==> src/rtl/pipe_pkg.sv <==
// Shared types for the inter-stage pipeline register: state encoding, entry layout, defaults.
// Latency: n/a (types only). Backpressure: n/a.
package pipe_pkg;

    localparam int          PC_W              = 32;
    localparam int          INSTR_W           = 32;
    localparam int          A3_W_DEFAULT      = 5;
    localparam int          EXC_W_DEFAULT     = 5;
    localparam int          PAYLOAD_W_DEFAULT = 96;
    localparam logic [31:0] RESET_PC_DEFAULT  = 32'h0000_3000;
    localparam logic [31:0] NOP_INSTR         = 32'h0;

    typedef enum logic [1:0] {
        ST_EMPTY = 2'd0,
        ST_FULL  = 2'd1,
        ST_SKID  = 2'd2
    } stage_state_t;

    // Default-width layout of one stage entry; the stage re-declares it with its own parameters.
    typedef struct packed {
        logic [PC_W-1:0]              pc;
        logic [INSTR_W-1:0]           instr;
        logic [A3_W_DEFAULT-1:0]      a3;
        logic [EXC_W_DEFAULT-1:0]     exc;
        logic                         bd;
        logic [PAYLOAD_W_DEFAULT-1:0] data;
    } stage_entry;

endpackage

==> src/rtl/pipe_stage_stats.sv <==
// Saturating stall / bubble / flush event counters for one pipeline stage.
// Latency: counts appear one cycle after the event. Backpressure: none, observe-only.
module pipe_stage_stats (
    input  logic        clk,
    input  logic        reset,
    input  logic        flush,
    input  logic        out_valid,
    input  logic        out_ready,
    output logic [31:0] stat_stall,
    output logic [31:0] stat_bubble,
    output logic [15:0] stat_flush
);

    always_ff @(posedge clk) begin
        if (reset) begin
            stat_stall  <= '0;
            stat_bubble <= '0;
            stat_flush  <= '0;
        end else begin
            if (out_valid && !out_ready && (stat_stall != '1))
                stat_stall <= stat_stall + 32'd1;
            if (!out_valid && (stat_bubble != '1))
                stat_bubble <= stat_bubble + 32'd1;
            if (flush && (stat_flush != '1))
                stat_flush <= stat_flush + 16'd1;
        end
    end

endmodule

==> src/rtl/pipe_stage_skid.sv <==
// Inter-stage pipeline register with valid/ready and a one-entry skid buffer; PIPE_STAGE_STATS_EN adds counters.
// Latency: 1 cycle in->out, 1 entry/cycle. Backpressure: in_ready is registered (~skid valid), no comb stall path.
module pipe_stage_skid
    import pipe_pkg::*;
#(
    parameter int          PAYLOAD_W      = PAYLOAD_W_DEFAULT,
    parameter int          A3_W           = A3_W_DEFAULT,
    parameter int          EXC_W          = EXC_W_DEFAULT,
    parameter logic [31:0] RESET_PC       = RESET_PC_DEFAULT,
    parameter bit          KEEP_BUBBLE_PC = 1'b1
) (
    input  logic                 clk,
    input  logic                 reset,
    input  logic                 flush,
    input  logic                 in_valid,
    output logic                 in_ready,
    input  logic [31:0]          in_pc,
    input  logic [31:0]          in_instr,
    input  logic [A3_W-1:0]      in_a3,
    input  logic [EXC_W-1:0]     in_exc,
    input  logic                 in_bd,
    input  logic [PAYLOAD_W-1:0] in_data,
    output logic                 out_valid,
    input  logic                 out_ready,
    output logic [31:0]          out_pc,
    output logic [31:0]          out_instr,
    output logic [A3_W-1:0]      out_a3,
    output logic [EXC_W-1:0]     out_exc,
    output logic                 out_bd,
    output logic [PAYLOAD_W-1:0] out_data
`ifdef PIPE_STAGE_STATS_EN
    ,
    output logic [31:0]          stat_stall,
    output logic [31:0]          stat_bubble,
    output logic [15:0]          stat_flush
`endif
);

    typedef struct packed {
        logic [PC_W-1:0]      pc;
        logic [INSTR_W-1:0]   instr;
        logic [A3_W-1:0]      a3;
        logic [EXC_W-1:0]     exc;
        logic                 bd;
        logic [PAYLOAD_W-1:0] data;
    } entry_t;

    stage_state_t state_q;
    entry_t       main_q;
    entry_t       skid_q;
    logic         main_vld_q;
    logic         skid_vld_q;

    entry_t       in_entry;
    entry_t       flush_entry;
    entry_t       bubble_entry;
    logic         in_xfer;
    logic         out_xfer;

    assign in_ready = ~skid_vld_q;
    assign in_xfer  = in_valid & in_ready;
    assign out_xfer = main_vld_q & out_ready;

    always_comb begin
        in_entry       = '0;
        in_entry.pc    = in_pc;
        in_entry.instr = in_instr;
        in_entry.a3    = in_a3;
        in_entry.exc   = in_exc;
        in_entry.bd    = in_bd;
        in_entry.data  = in_data;

        flush_entry       = '0;
        flush_entry.pc    = RESET_PC;
        flush_entry.instr = NOP_INSTR;

        // A drain bubble is a NOP whose PC/BD is what CP0 would capture as EPC.
        bubble_entry       = '0;
        bubble_entry.instr = NOP_INSTR;
        bubble_entry.pc    = KEEP_BUBBLE_PC ? main_q.pc : RESET_PC;
        bubble_entry.bd    = KEEP_BUBBLE_PC ? main_q.bd : 1'b0;
    end

    always_ff @(posedge clk) begin
        if (reset || flush) begin
            state_q    <= ST_EMPTY;
            main_vld_q <= 1'b0;
            skid_vld_q <= 1'b0;
            main_q     <= flush_entry;
            skid_q     <= '0;
        end else begin
            unique case (state_q)
                ST_EMPTY: begin
                    if (in_xfer) begin
                        main_q     <= in_entry;
                        main_vld_q <= 1'b1;
                        state_q    <= ST_FULL;
                    end
                end
                ST_FULL: begin
                    if (in_xfer && out_xfer) begin
                        main_q <= in_entry;
                    end else if (in_xfer) begin
                        skid_q     <= in_entry;
                        skid_vld_q <= 1'b1;
                        state_q    <= ST_SKID;
                    end else if (out_xfer) begin
                        main_q     <= bubble_entry;
                        main_vld_q <= 1'b0;
                        state_q    <= ST_EMPTY;
                    end
                end
                ST_SKID: begin
                    if (out_xfer) begin
                        main_q     <= skid_q;
                        skid_vld_q <= 1'b0;
                        state_q    <= ST_FULL;
                    end
                end
                default: begin
                    state_q    <= ST_EMPTY;
                    main_vld_q <= 1'b0;
                    skid_vld_q <= 1'b0;
                end
            endcase
        end
    end

    assign out_valid = main_vld_q;
    assign out_pc    = main_q.pc;
    assign out_instr = main_q.instr;
    assign out_a3    = main_q.a3;
    assign out_exc   = main_q.exc;
    assign out_bd    = main_q.bd;
    assign out_data  = main_q.data;

`ifdef PIPE_STAGE_STATS_EN
    pipe_stage_stats u_stats (
        .clk         (clk),
        .reset       (reset),
        .flush       (flush),
        .out_valid   (main_vld_q),
        .out_ready   (out_ready),
        .stat_stall  (stat_stall),
        .stat_bubble (stat_bubble),
        .stat_flush  (stat_flush)
    );
`endif

endmodule

==> config.mk <==
export PLATFORM = sky130hd
export DESIGN_NAME = pipe_stage_skid
export DESIGN_NICKNAME = d
export VERILOG_FILES = /design/src/rtl/pipe_pkg.sv /design/src/rtl/pipe_stage_stats.sv /design/src/rtl/pipe_stage_skid.sv
export SDC_FILE = /design/constraint.sdc
export NUM_CORES = 1
export LEC_CHECK = 0
export ABC_AREA = 1
export BUFFER_PORTS_ARGS = -buffer_cell sky130_fd_sc_hd__buf_2
export CORE_MARGIN = 5
export CORE_UTILIZATION = 58
export DETAILED_ROUTE_END_ITERATION = 8
export PLACE_DENSITY_LB_ADDON = 0.05
export SETUP_SLACK_MARGIN = 0.15
export SYNTH_ARGS = -nofsm -noshare
export SYNTH_HDL_FRONTEND = slang
export SYNTH_HIERARCHICAL = 1
export SYNTH_SLANG_ARGS = --single-unit
==> constraint.sdc <==
create_clock -name clk -period 5.6 [get_ports clk]
set_clock_uncertainty 0.15 [all_clocks]
set_input_delay 0.56 -clock clk [delete_from_list [all_inputs] [get_ports clk]]
set_output_delay 0.56 -clock clk [all_outputs]
set_load 0.005 [all_outputs]
Word level (Yosys, flattened, before mapping):

Index checks and enable logic that the tools add are counted.

* add/sub/neg operators: 0
* $mul: 0
* div/mod/pow operators: 0
* $lt $le $gt $ge: 0
* eq/ne operators: 12
* shifts and indexed selects: 0
* muxes and demuxes: 19
* bitwise logic cells: 6
* reductions and logical operators: 10

Operator list (count)
* 171-bit two-way mux: 3
* 171-bit case mux with 3 select lines: 1
* 139-bit two-way mux: 2
* 2-bit != test (second input constant): 7
* 4-bit AND reduction: 3
* 2-bit two-way mux: 5
* 5-bit AND reduction: 2
* 3-bit != test (second input constant): 3
* 1-bit case mux with 3 select lines: 2
* 2-bit case mux with 3 select lines: 1
* 1-bit two-way mux: 5
* 1-bit NOT: 4
* 3-bit AND reduction: 1
* 3-bit nonzero test: 1
* 1-bit bitwise AND: 2
* 2-bit by 1-bit equality test with 1-bit output (second input constant): 1
* 2-bit equality test (second input constant): 1
* 2-bit zero test: 1
* 1-bit logical AND: 1
* 1-bit logical OR: 1

* bits in registers: 346
* bits in latches: 0
* memory bits (writable): 0
* bits in read-only memories: 0
* logic and storage cells: 62
* memories: 0

Logic depth before layout (Yosys ltp):

* depth after elaboration: 5
* mapped depth: 11

Least setup slack after synthesis:

Ideal clock, no wire load.

* path type: register -> register
* start: register state_q[0]
* end: register main_q, in the netlist out_data[61]
* library setup time: 0.117 ns
* arrival: 1.563 ns
* slack: 3.769 ns
* cell stages (with the launch flop): 12
* path buffers: 3
* clock period less this slack: 1.831 ns
* cell sequence: dfxtp_1 inv_1 ha_1 nand2_1 nand2_1 nor2_2 buf_4 buf_6 buf_8 nand2_2 a21oi_2 nor2_1

* word-level cells in the longest chain between the ends: 3

Ends and longest elaborated chain
* start: declaration: RTL line pipe_stage_skid.sv:48 `stage_state_t state_q;`
* start signal: assignment: RTL line pipe_stage_skid.sv:86 `state_q <= ST_EMPTY;`
* start signal: assignment: RTL line pipe_stage_skid.sv:97 `state_q <= ST_FULL;`
* start signal: assignment: RTL line pipe_stage_skid.sv:106 `state_q <= ST_SKID;`
* 2-bit by 1-bit equality test with 1-bit output (tied with other cells): RTL line pipe_stage_skid.sv:92 `unique case (state_q)`
* 3-bit != test (no line) (tied with other cells)
* 5-bit AND reduction (no line)
* end signal: assignment: RTL line pipe_stage_skid.sv:89 `main_q <= flush_entry;`
* end signal: assignment: RTL line pipe_stage_skid.sv:95 `main_q <= in_entry;`
* end signal: assignment: RTL line pipe_stage_skid.sv:102 `main_q <= in_entry;`
* end: declaration: RTL line pipe_stage_skid.sv:49 `entry_t main_q;`

Parallel ways exist; a longest one is shown, timed or not.
A chain may end at the register's enable or synchronous reset.

Final worst setup path:

* start: register state_q[1]
* end: register skid_q[161] (netlist name)

* word-level cells in the longest chain between the ends: 2

Ends and longest elaborated chain
* 2-bit by 1-bit equality test with 1-bit output: RTL line pipe_stage_skid.sv:92
* 3-bit AND reduction (no line)
* end signal: assignment: RTL line pipe_stage_skid.sv:104 `skid_q <= in_entry;`
* end: declaration: RTL line pipe_stage_skid.sv:50 `entry_t skid_q;`

Every way passes these cells.

==> results.sh <==
export IMPL_antenna_found_initial=5
export IMPL_clkTransAtPathRegs_ps=60
export IMPL_cts_buffers=37
export IMPL_hold_buffers=0
export IMPL_postCtsSetupBuffers=0
export IMPL_synth_top_area_share=0.489
export IMPL_fin_nets=2454
export IMPL_syn_cell_area_um2=14200
export IMPL_synthAdderAreaFrac=0.00442
export IMPL_cts_sinks=346
export IMPL_maxCapViolations=0
export IMPL_synth_avg_cell_area_um2=7.00
export IMPL_cp_end_kind="flip-flop"
export IMPL_ys_ff_latch=346
export IMPL_clk_latency_ps=510
export IMPL_timing_final_crit_share=0.586
export IMPL_synth_area_leaders="dfxtp_1 (49%), nor2_1 (14%), o21ai_0 (11%)"
export IMPL_first_iter_violations=1435
export IMPL_startpoint_type="flip-flop"
export IMPL_port_buffers=348
export IMPL_synth_cell_types=21
export IMPL_powerDensity_nw_per_um2=363
export IMPL_synthMuxAreaShare=0
export IMPL_utilization=0.703
export IMPL_crit_fanout=107
export IMPL_critical_path_class="flip-flop to flip-flop"
export IMPL_grt_overflow=0
export IMPL_fill_cells=2079
export IMPL_grt_pass1_wl_um=64300
export IMPL_synthSimpleGateAreaFrac=0.261
export IMPL_syn_to_final_growth_pct=20.1
export IMPL_grt_setup_unrepaired="false"
export IMPL_finalMaxSlewViolations=0
export IMPL_ant_nets=0
export IMPL_ir_drop_v=0.000210
export IMPL_synth_top_area_cell="dfxtp_1"
export IMPL_arrival_ps=3570
export IMPL_io_pins=349
export IMPL_ys_seq_area_frac=0.489
export IMPL_slew_headroom=0.194
export IMPL_wire_per_inst_um=15.1
export IMPL_clk_path_buf_depth=3
export IMPL_synth_compound_area_frac=0.173
export IMPL_synth_xor_area_frac=0
export IMPL_drc=0
export IMPL_vias=13900
export IMPL_fmaxAchievable_mhz=305
export IMPL_fin_crit_ps=3280
export IMPL_ctsHtreeMaxLevel=2
export IMPL_clockRootBuffer="clkbuf_16"
export IMPL_crit_required_ps=5890
export IMPL_coreArea_um2=24200
export IMPL_dieArea_um2=27600
export IMPL_grt_max_degree=187
export IMPL_synth_top_family_by_area="simple AND/OR/NAND/NOR gates"
export IMPL_regArea_um2=6930
export IMPL_rows=57
export IMPL_yosysWarnings=6
export IMPL_hpwl_um=23900
export IMPL_tightestPinTransition_ps=1210
export IMPL_multi_input_area_um2=6240
export IMPL_cts_tree="built"
export IMPL_grt_pass1_vias=12900
export IMPL_die_w_um=166
export IMPL_layout_commonest_cell="nor2_1"
export IMPL_setup_tns_ps=0
export IMPL_totalWireLength_um=39600
export IMPL_layout_drive_gt1_share=0.195
export IMPL_die_h_um=166
export IMPL_netlist_instances=2024
export IMPL_avgViaCountPerCell=5.28
export IMPL_setup_viol_count_final=0
export IMPL_start_util=0.586
export IMPL_grt_usage=0.270
export IMPL_leakage_nw=8.16
export IMPL_gp_congestion=0.812
export IMPL_post_cts_resized=0
export IMPL_final_cell_mix="nor2_1 (523), nand2_1 (387), buf_2 (348)"
export IMPL_hp_class="primary input to flip-flop"
export IMPL_syn_nets=2205
export IMPL_status="complete, no violations"
export IMPL_drt_pass1_iter_count=6
export IMPL_hold_violations=0
==> registers in the layout (all words and copies together), names as in the netlist, 2 cells and up <==
signal	count
out_instr	32
out_data	96
out_pc	32
out_a3	5
state_q	2
skid_q	171
out_exc	5
==> final timing paths <==
path	startpoint	endpoint	slack (ps)	depth (start not counted)
setup / recovery	state_q[1]	skid_q[161]	2320	8
hold reg to reg	out_pc[12]	out_pc[12]	330	2
setup reg to reg	state_q[1]	skid_q[161]	2320	8
hold / removal	in_data[9]	out_data[9]	130	3
==> worst max-delay path: stages (launching register included) <==
cell and delay, ps:
dfxtp_1 350, inv_1 90, ha_1 240, nand3_2 170
nor2_4 150, buf_4 710, buf_4 850, o21ai_0 250
a21oi_1 200
==> through the flow <==
step                      power [mW]  hold slack, ps  instances  setup slack, ps  cell area, um2
after floorplan                 3.39             316       2024             3770           14200
after CTS                       6.21             116       2624             2300           17000
after detailed placement        3.70             314       2558             2330           15700
after global placement          3.69             307       2558             2410           15700
after global routing            6.48             138       2625             2050           17000
final                           6.17             132       2626             2320           17000
==> routing by layer <==
layer  part of all wire  up-vias  GRT usage
met5            0.00093        -          0
met3              0.071       94     0.0590
met1               0.44     6323      0.363
li1                   -     6943          -
met4              0.036        6      0.105
met2               0.46      505      0.428
==> synth_stat cells (all sizes together) <==
library cell  number
inv               75
nor2             527
ha                 5
a21oi            172
clkbuf            93
dfxtp            346
nand2            399
clkinv             2
buf               58
o21ai            309
nand3             37
o211ai             1
==> report_power, final <==
part | internal [mW] | switching [mW] | leakage [nW]
Sequential | 2.60 | 0.0791 | 2.81
Combinational | 0.338 | 0.643 | 4.72
Clock | 1.53 | 0.974 | 0.626
==> logic make-up after synthesis <==
family,after synthesis
AND/OR/NAND/NOR,963
AO/OA/AOI/OAI,482
flip-flops,346
buffers and inverters,228
adder cells (fa/ha/maj),5
==> final cells by class <==
cell class	instances	share of cell area
diodes	2	0.000294
repair buffers	361	0.110
multi-input cells	1450	0.367
clock buffers	56	0.0665
clock inverters	10	0.00780
well taps	324	0.0238
flip-flops and latches	346	0.407
inverters	77	0.0173
(Power assumes the default switching activity.)
